--- config.mk ---
export PLATFORM = sky130hd
export DESIGN_NAME = prep_ok_collect_ctrl
export DESIGN_NICKNAME = d
export VERILOG_FILES = /design/src/rtl/prep_ok_collect_ctrl.sv
export SDC_FILE = /design/constraint.sdc
export NUM_CORES = 2
export LEC_CHECK = 0
export CAP_MARGIN = 25
export CORE_MARGIN = 5
export CORE_UTILIZATION = 58
export DETAILED_ROUTE_END_ITERATION = 16
export PLACE_DENSITY_LB_ADDON = 0.3
export SYNTH_ARGS = -nofsm -noshare
export SYNTH_HDL_FRONTEND = slang
export SYNTH_SLANG_ARGS = --single-unit
--- constraint.sdc ---
create_clock -name clk -period 5.7 [get_ports clk]
set_clock_uncertainty 0.1 [all_clocks]
set_input_delay 0.855 -clock clk [delete_from_list [all_inputs] [get_ports clk]]
set_output_delay 0.855 -clock clk [all_outputs]
set_load 0.01 [all_outputs]
--- src/rtl/prep_ok_collect_ctrl.sv ---
// prep_ok_collect_ctrl
// Primary-side quorum collector for Viewstamped Replication. Consumes
// PREPARE_OK metadata from the message manager, keeps the highest op number
// acknowledged by each replica, and advances the commit number one op at a
// time whenever enough distinct backups have acknowledged beyond it. One
// commit notification is emitted per committed op.
//
// Ports:
//   clk, rst                   clock, synchronous active-high reset
//   manage_prep_ok_msg_val/_*  PREPARE_OK metadata (view, op, sender)
//   prep_ok_manage_msg_rdy     metadata accepted (READY only)
//   vr_state_cur_view/op_num   primary's current view / highest prepared op
//   init_commit_val/_num       one-cycle commit-number reload (view change)
//   commit_val/op_num/rdy      commit notification handshake
//   commit_num                 current commit number
//   drop_cnt                   saturating count of discarded messages
//   collect_engine_rdy         high while in READY
module prep_ok_collect_ctrl #(
    parameter int NUM_REPLICAS = 5,
    parameter int REPLICA_W    = 3,
    parameter int SELF_IDX     = 0,
    parameter int QUORUM_ACKS  = 2,
    parameter int VIEW_W       = 64,
    parameter int OP_W         = 64
) (
    input  logic                 clk,
    input  logic                 rst,
    input  logic                 manage_prep_ok_msg_val,
    output logic                 prep_ok_manage_msg_rdy,
    input  logic [VIEW_W-1:0]    manage_prep_ok_view,
    input  logic [OP_W-1:0]      manage_prep_ok_op_num,
    input  logic [REPLICA_W-1:0] manage_prep_ok_replica,
    input  logic [VIEW_W-1:0]    vr_state_cur_view,
    input  logic [OP_W-1:0]      vr_state_op_num,
    input  logic                 init_commit_val,
    input  logic [OP_W-1:0]      init_commit_num,
    output logic                 commit_val,
    output logic [OP_W-1:0]      commit_op_num,
    input  logic                 commit_rdy,
    output logic [OP_W-1:0]      commit_num,
    output logic [15:0]          drop_cnt,
    output logic                 collect_engine_rdy
);

    typedef enum logic [1:0] {
        ST_READY  = 2'd0,
        ST_UPDATE = 2'd1,
        ST_CHECK  = 2'd2,
        ST_EMIT   = 2'd3
    } state_e;

    // Counter is wide enough for up to 8 replicas.
    localparam int CNT_W = 4;
    localparam logic [CNT_W-1:0]     QUORUM_C  = CNT_W'(QUORUM_ACKS);
    // One extra bit so NUM_REPLICAS == 2**REPLICA_W is representable.
    localparam logic [REPLICA_W:0]   NUM_REP_C = (REPLICA_W + 1)'(NUM_REPLICAS);
    localparam logic [REPLICA_W-1:0] SELF_C    = REPLICA_W'(SELF_IDX);

    state_e                 state_q, state_d;
    logic [OP_W-1:0]        ack_op_q [NUM_REPLICAS];
    logic [OP_W-1:0]        ack_op_d [NUM_REPLICAS];
    logic [OP_W-1:0]        commit_num_q, commit_num_d;
    logic [15:0]            drop_cnt_q, drop_cnt_d;
    logic [VIEW_W-1:0]      msg_view_q, msg_view_d;
    logic [OP_W-1:0]        msg_op_q, msg_op_d;
    logic [REPLICA_W-1:0]   msg_rep_q, msg_rep_d;

    logic                   drop_s;
    logic [CNT_W-1:0]       ack_cnt_s;
    logic                   quorum_s;

    // Latched message is invalid for this primary (wrong view, bad sender,
    // our own ack, or an op we never prepared).
    assign drop_s = (msg_view_q != vr_state_cur_view)
                  | ({1'b0, msg_rep_q} >= NUM_REP_C)
                  | (msg_rep_q == SELF_C)
                  | (msg_op_q > vr_state_op_num);

    // Count replicas whose acknowledged op lies beyond the commit point.
    always_comb begin
        ack_cnt_s = {CNT_W{1'b0}};
        for (int r = 0; r < NUM_REPLICAS; r++) begin
            if (ack_op_q[r] > commit_num_q) begin
                ack_cnt_s = ack_cnt_s + 4'd1;
            end else begin
                ack_cnt_s = ack_cnt_s;
            end
        end
    end

    // The next op may commit only if quorum covers it and it was prepared.
    assign quorum_s = (ack_cnt_s >= QUORUM_C) && (commit_num_q < vr_state_op_num);

    // State register and datapath registers.
    always_ff @(posedge clk) begin
        if (rst) begin
            state_q      <= ST_READY;
            commit_num_q <= {OP_W{1'b0}};
            drop_cnt_q   <= 16'd0;
            msg_view_q   <= {VIEW_W{1'b0}};
            msg_op_q     <= {OP_W{1'b0}};
            msg_rep_q    <= {REPLICA_W{1'b0}};
            for (int r = 0; r < NUM_REPLICAS; r++) begin
                ack_op_q[r] <= {OP_W{1'b0}};
            end
        end else begin
            state_q      <= state_d;
            commit_num_q <= commit_num_d;
            drop_cnt_q   <= drop_cnt_d;
            msg_view_q   <= msg_view_d;
            msg_op_q     <= msg_op_d;
            msg_rep_q    <= msg_rep_d;
            for (int r = 0; r < NUM_REPLICAS; r++) begin
                ack_op_q[r] <= ack_op_d[r];
            end
        end
    end

    // Next-state logic; a reload pulse always returns to READY.
    always_comb begin
        state_d = state_q;
        if (init_commit_val) begin
            state_d = ST_READY;
        end else begin
            case (state_q)
                ST_READY: begin
                    if (manage_prep_ok_msg_val) begin
                        state_d = ST_UPDATE;
                    end else begin
                        state_d = ST_READY;
                    end
                end
                ST_UPDATE: state_d = ST_CHECK;
                ST_CHECK: begin
                    if (quorum_s) begin
                        state_d = ST_EMIT;
                    end else begin
                        state_d = ST_READY;
                    end
                end
                ST_EMIT: begin
                    if (commit_rdy) begin
                        state_d = ST_CHECK;
                    end else begin
                        state_d = ST_EMIT;
                    end
                end
                default: state_d = ST_READY;
            endcase
        end
    end

    // Datapath next values: latch, ack update, drop count, commit advance.
    always_comb begin
        commit_num_d = commit_num_q;
        drop_cnt_d   = drop_cnt_q;
        msg_view_d   = msg_view_q;
        msg_op_d     = msg_op_q;
        msg_rep_d    = msg_rep_q;
        for (int r = 0; r < NUM_REPLICAS; r++) begin
            ack_op_d[r] = ack_op_q[r];
        end
        if (init_commit_val) begin
            // Every replica is treated as having acked up to the loaded point,
            // so only acks strictly beyond it can form a new quorum.
            commit_num_d = init_commit_num;
            for (int r = 0; r < NUM_REPLICAS; r++) begin
                ack_op_d[r] = init_commit_num;
            end
        end else begin
            case (state_q)
                ST_READY: begin
                    if (manage_prep_ok_msg_val) begin
                        msg_view_d = manage_prep_ok_view;
                        msg_op_d   = manage_prep_ok_op_num;
                        msg_rep_d  = manage_prep_ok_replica;
                    end else begin
                        msg_view_d = msg_view_q;
                    end
                end
                ST_UPDATE: begin
                    if (drop_s) begin
                        if (drop_cnt_q != 16'hFFFF) begin
                            drop_cnt_d = drop_cnt_q + 16'd1;
                        end else begin
                            drop_cnt_d = drop_cnt_q;
                        end
                    end else begin
                        // Monotonic max: stale or duplicate acks leave it alone.
                        for (int r = 0; r < NUM_REPLICAS; r++) begin
                            if ((msg_rep_q == REPLICA_W'(r)) && (msg_op_q > ack_op_q[r])) begin
                                ack_op_d[r] = msg_op_q;
                            end else begin
                                ack_op_d[r] = ack_op_q[r];
                            end
                        end
                    end
                end
                ST_EMIT: begin
                    if (commit_rdy) begin
                        commit_num_d = commit_num_q + OP_W'(1);
                    end else begin
                        commit_num_d = commit_num_q;
                    end
                end
                default: commit_num_d = commit_num_q;
            endcase
        end
    end

    // Handshake outputs; the reload pulse masks them in its own cycle.
    always_comb begin
        prep_ok_manage_msg_rdy = (state_q == ST_READY) && !init_commit_val;
        collect_engine_rdy     = (state_q == ST_READY);
        commit_val             = (state_q == ST_EMIT) && !init_commit_val;
    end

    assign commit_op_num = commit_num_q + OP_W'(1);
    assign commit_num    = commit_num_q;
    assign drop_cnt      = drop_cnt_q;

endmodule

# After elaboration in Yosys (flattened, before gate mapping)
# Memories as Yosys holds them, arrays and structs flattened.
# Index checks and enable logic that the tools add are counted.
# W data, S select, Z words.
dict set report op_classes {
  eq_ne 9
  n_lt_le_gt_ge 14
  mux 28
  addsub 6
  div 0
  reduce_logical 17
  shift 0
  multipliers 0
  bitwise 9
}
# op n
set op_table {}
lappend op_table {{$mux W320} 3}
lappend op_table {{$mux W64} 13}
lappend op_table {{$gt A64 B64 Y1} 11}
lappend op_table {{$add A64 B1 Y64 const B} 1}
lappend op_table {{$lt A64 B64 Y1} 1}
lappend op_table {{$ne A64 B64 Y1} 1}
lappend op_table {{$add A16 B1 Y16 const B} 1}
lappend op_table {{$add A4 B1 Y4 const B} 4}
lappend op_table {{$mux W4} 4}
lappend op_table {{$ne A16 B16 Y1 const B} 1}
lappend op_table {{$logic_and A1 B1 Y1} 8}
lappend op_table {{$or A1 B1 Y1} 8}
lappend op_table {{$pmux W2 S4} 1}
lappend op_table {{$eq A3 B2 Y1 const B} 2}
lappend op_table {{$mux W1} 6}
lappend op_table {{$eq A2 B2 Y1 const B} 2}
lappend op_table {{$ge A4 B2 Y1 const B} 1}
lappend op_table {{$reduce_and A4 Y1} 1}
lappend op_table {{$reduce_bool A2 Y1} 2}
lappend op_table {{$eq A3 B1 Y1 const B} 1}
lappend op_table {{$eq A3 B3 Y1 const B} 1}
lappend op_table {{$ge A3 B3 Y1 const B} 1}
lappend op_table {{$logic_not A3 Y1} 1}
lappend op_table {{$reduce_and A3 Y1} 1}
lappend op_table {{other kinds (7)} 7}
dict set report word_totals {
  ram_bits 320
  wordCells 90
  latchBits 0
  inputBits 328
  memories 1
  output_inout_bits 147
  ff_bits 213
  mem_bits_ro 0
}
# memory words width rd rd_ports_with_merged_regs write_ports line
set mem_list {}
lappend mem_list {ack_op_q 5 64 5 0 5 60} ;# logic [OP_W-1:0] ack_op_q [NUM_REPLICAS];

# Depth between registers and ports, before layout
# An unclocked memory read counts as a cell.
dict set report depth {
  ltp_word 15
  mapped_depth 24
  mapped_depth_nobuf 24
}

# Worst setup path before layout
# OpenSTA, ideal clock, no wires.
dict set report synth_path {
  kind {reg2reg}
  start {register commit_num_q[25] (netlist: commit_num[25])}
  end {register state_q[0]}
  stages_incl_launch_ff 25
  setup_slack_ps 911
  path_buffers 0
  period_less_slack_ps 4789
  required_ps 5473
  setup_ps 127
  arrival_ps 4562
  cell_sequence {dfxtp_1 > inv_1 > ha_1 > a21o_1 > a21o_1 > a21o_1 > a21o_1 > a21o_1 > a21oi_1 > nor2b_1 > o31a_1 > o41a_1 > o22a_1 > ha_1 > nor3b_1 > a31o_2 > nor3_1 > ha_1 > nand2_1 > o41ai_1 > ha_1 > nor2b_1 > o211ai_1 > mux2i_1 > o21ai_0}
}
dict set report synth_via {
  elab_chain_cells 14
  word_cells_on_any_way 19
  cone_classes {add/sub (4); order compare (7); mux (7); reduce/logical (1)}
}
# item line
set synth_lines {}
lappend synth_lines {{start: declaration} 62} ;# logic [OP_W-1:0] commit_num_q, commit_num_d;
lappend synth_lines {{start signal: assignment} 98} ;# commit_num_q <= {OP_W{1'b0}};
lappend synth_lines {{start signal: assignment} 108} ;# commit_num_q <= commit_num_d;
lappend synth_lines {{$gt A64 B64 Y1} 83} ;# if (ack_op_q[r] > commit_num_q) begin
lappend synth_lines {{$mux W1} 83}
lappend synth_lines {{$add A4 B1 Y4} 84} ;# ack_cnt_s = ack_cnt_s + 4'd1;
lappend synth_lines {{$mux W4} 83}
lappend synth_lines {{$add A4 B1 Y4} 84}
lappend synth_lines {{$mux W4} 83}
lappend synth_lines {{$add A4 B1 Y4} 84}
lappend synth_lines {{$mux W4} 83}
lappend synth_lines {{$add A4 B1 Y4} 84}
lappend synth_lines {{$mux W4} 83}
lappend synth_lines {{$ge A4 B2 Y1} 92} ;# assign quorum_s = (ack_cnt_s >= QUORUM_C) && (commit_num_q < vr_state_op_num);
lappend synth_lines {{$logic_and A1 B1 Y1 *} 92}
lappend synth_lines {{$mux W2 *} 135} ;# if (quorum_s) begin
lappend synth_lines {{$pmux W2 S4 *} 125} ;# case (state_q)
lappend synth_lines {{end signal: assignment} 107} ;# state_q <= state_d;
lappend synth_lines {{end: declaration} 59} ;# state_e state_q, state_d;
# Mark *: on every way between the ends. The rest lies on a longest branch, timed or not.
# A chain may end at the register's enable or synchronous reset.

# Worst setup path after layout
dict set report layout_path {
  start {register commit_num_q[1] (netlist: commit_num[1])}
  end {output port commit_op_num[58]}
}
dict set report layout_via {
  elab_chain_cells 1
}
# item line
set layout_lines {}
lappend layout_lines {{$add A64 B1 Y64} 218} ;# assign commit_op_num = commit_num_q + OP_W'(1);
lappend layout_lines {{end: declaration} 38} ;# output logic [OP_W-1:0] commit_op_num,
# No other way between the ends.

==> results.yml <==
power:
  internal_power_mw: 7.76
  switching_share: 0.328
  power_density_nw_per_um2: 235
  power.leakage_nw: 21.6
  power_switching_mw: 3.78
  comb_power_share: 0.272
  vdd.ir_drop.worst_v: 0.000223
  pwr-share-seq: 0.365
  clockPowerShare: 0.364
placement:
  dpl_cell_area_um2: 46900
  gp_congestion: 0.991
  hpwlAfterDp_mm: 114
  portBuffers: 474
  place_inst: 6273
final_layout:
  final_nets: 6435
  design_area_um2: 49100
  final_cells: 6391
  multi_input_area_um2: 28000
  layout-drive-gt1-share: 0.0685
  utilization: 0.701
  final_cell_mix: "709 x ha_1, 533 x dfxtp_1, 472 x clkdlybuf4s50_1, 419 x nand2_1, 407 x inv_1"
  syn_to_final_growth_pct: 19.7
  final_common_cell: "ha_1"
  final-seq-area_um2: 10700
  n_fill_cell: 5711
detailed_routing:
  drt_iter0_markers: 4630
  viasPerCell: 6.42
  avgRoutedWirePerCell_um: 23.8
  drt_wl_total_mm: 152
  drt-pass1-iter-count: 6
  drc_errors: 0
  ant_nets: 0
  vias: 41000
sta:
  relSlewSlack: 0.219
  period_needed_ps: 5600
  max_freq_mhz: 179
  setup_viol: 0
  hold_violations: 0
  tns_ps: 0
  rsz0062_at_grt: "false"
  final.period_utilization: 0.983
  slew_viol_final: 0
  tightestPinTransition_ps: 1170
logic_synthesis:
  seq_area_frac_synth: 0.260
  syn_inst: 5009
  synth_area_um2: 41000
  synth_fp_nets: 6046
  synth.distinct_cells: 80
  ys_async_sr_fraction: 0
  synth_flop_cell: "dfxtp_1"
  ys_warn_count: 0
  syn_avg_cell_area_um2: 8.19
  yosys_register_bits: 533
  synth_edf_count: 0
global_routing:
  met2_usage: 0.594
  grtUsageTotal: 0.381
  grt_pass1_wl_mm: 229
  grt_max_degree: 155
  antenna_found_initial: 6
  first_global_vias: 39300
  grtUsageMet3: 0.0962
  grt.overflow.total: 0
  busiest_layer: "met2"
  gr-usage-met1: 0.498
run:
  drv_cap: 0
clock_tree:
  cts_tree: "built"
  cts_made_buffers: 61
  worstSkewPairLatency_ps: 650
  cts_max_level: 2
  cts_root_buf: "clkbuf_16"
  cts_hold_buf: 0
  clock_sinks: 533
  clk_pin_slew_ps: 60
  clock_path_buffers: 3
worst_hold_path:
  worstHoldStart: "msg_view_q[34]"
  min_path_type: "reg -> reg"
setup_path:
  critPathLaunchType: "flip-flop"
  cp-startpoint: "commit_num[1]"
  end_kind: "primary output"
  worstPathRequired_ps: 4740
  slowest_stage: "clkdlybuf4s50_1"
  critical_path.max_fanout: 6
  arrival_ps: 4650
  slowest_delay_ps: 610
  crit_top_cell: "nand3_1"
  crit_chain: "ha_1 -> nand3_1 -> nor2_1 -> nand3_2 -> nor4b_4 -> and3_1 -> nand3_1 -> nor4_1 -> xnor2_1 -> clkdlybuf4s50_1"
  worstSetupPathType: "reg -> out"
  timing.rr.start: "commit_num[33]"
floorplanning:
  placeableCoreArea_um2: 70000
  io_pins: 475
  die_w_um: 276
  floorplan.initialDensity: 0.586
  die_area_um2: 76100
  rows: 97
  die_h_um: 276
status:
  status: "completed"
[flip-flops by register name, indices dropped and copies added (netlist names)]
name and count:
msg_rep_q 3, commit_num 64, msg_view_q 64, state_q 2, ack_op_q 320, msg_op_q 64, drop_cnt 16
[logic make-up after synthesis]
family	share of synthesized area
DFF	0.260
buffers and inverters	0.0600
muxes	0.0518
xor gates and xnor gates	0.0404
AOI/OAI and AO/OA	0.182
adders and majority gates	0.216
and+or+nand+nor	0.189
[final timing paths]
| kind | slack (ps) | depth (start not counted) | end |
|---|---|---|---|
| worst max-delay path | 100 | 10 | commit_op_num[58] |
| worst min-delay path | 360 | 2 | msg_view_q[34] |
| worst max register to register | 310 | 24 | state_q[0] |
| worst min register to register | 360 | 2 | msg_view_q[34] |
[cells in the mapped netlist (5+ instances only)]
cell type,count,share of area
a2111oi_0,6,0.0013
a211o_1,6,0.0013
a211oi_1,208,0.038
a21o_1,195,0.036
a21oi_1,379,0.046
a221oi_1,6,0.0013
a22oi_1,5,0.00092
a311oi_1,65,0.014
a31oi_1,8,0.0012
and2_1,5,0.00076
and3_1,23,0.0035
and4_1,15,0.0032
buf_1,16,0.0015
buf_2,8,0.00098
clkbuf_1,211,0.019
dfxtp_1,533,0.26
ha_1,709,0.22
inv_1,408,0.037
mux2_2,74,0.020
mux2i_1,129,0.031
nand2_1,420,0.038
nand2b_1,25,0.0038
nand3_1,79,0.0096
nand4_1,170,0.026
nor2_1,331,0.030
nor2b_1,42,0.0064
nor3_1,314,0.038
nor4_1,49,0.0075
o211ai_1,16,0.0029
o21a_1,25,0.0046
o21ai_0,106,0.013
o21bai_1,67,0.012
o221ai_1,5,0.0011
o31ai_1,9,0.0016
or2_2,67,0.010
or3_1,10,0.0015
or4_1,10,0.0018
xnor2_1,151,0.032
xor2_1,38,0.0081
[routing by layer]
layer | up-vias | wire (um)
li1 | 18900 | -
met1 | 19200 | 60600
met2 | 2392 | 65900
met3 | 487 | 17700
met4 | 2 | 8150
met5 | - | 13
[worst max-delay path: cells and delay by family (launching register included)]
family,cells,cell delay (ps)
xor gates and xnor gates,1,210
and+or+nand+nor,7,2470
DFF,1,430
buffers and inverters,1,610
adders and majority gates,1,250
[metrics by stage]
step / setup WS (ps) / hold WS, ps / power [mW]
floorplan: 911 / 345 / 6.05
global placement: 218 / 353 / 7.21
detailed placement: 96.1 / 359 / 7.30
CTS: 37.3 / 367 / 11.5
global route: 16.0 / 388 / 12.0
finish: 98.3 / 365 / 11.5
[power by group through the flow]
stage	clock, mW	sequential [mW]	combinational [mW]
after detailed placement	0	4.28	3.02
after floorplan	0	4.20	1.85
after CTS	4.21	4.20	3.05
after global routing	4.36	4.23	3.40
final	4.19	4.21	3.13
after global placement	0	4.27	2.94
[final cells by class]
cell class              instances  share of cell area
diodes                          5            0.000255
clock buffers                  94              0.0383
flip-flops and latches        533               0.217
clock inverters                17             0.00461
repair buffers                564               0.114
well taps                     940              0.0240
inverters                     409              0.0314
multi-input cells            3829               0.570
[repair_timing]
item | in CTS | in global routing
endpoints found under the setup margin | 2 | 6
gates cloned | 0 | 0
gates resized for setup | 1 | 6
buffers inserted | 0 | 0
(Power assumes the default switching activity.)
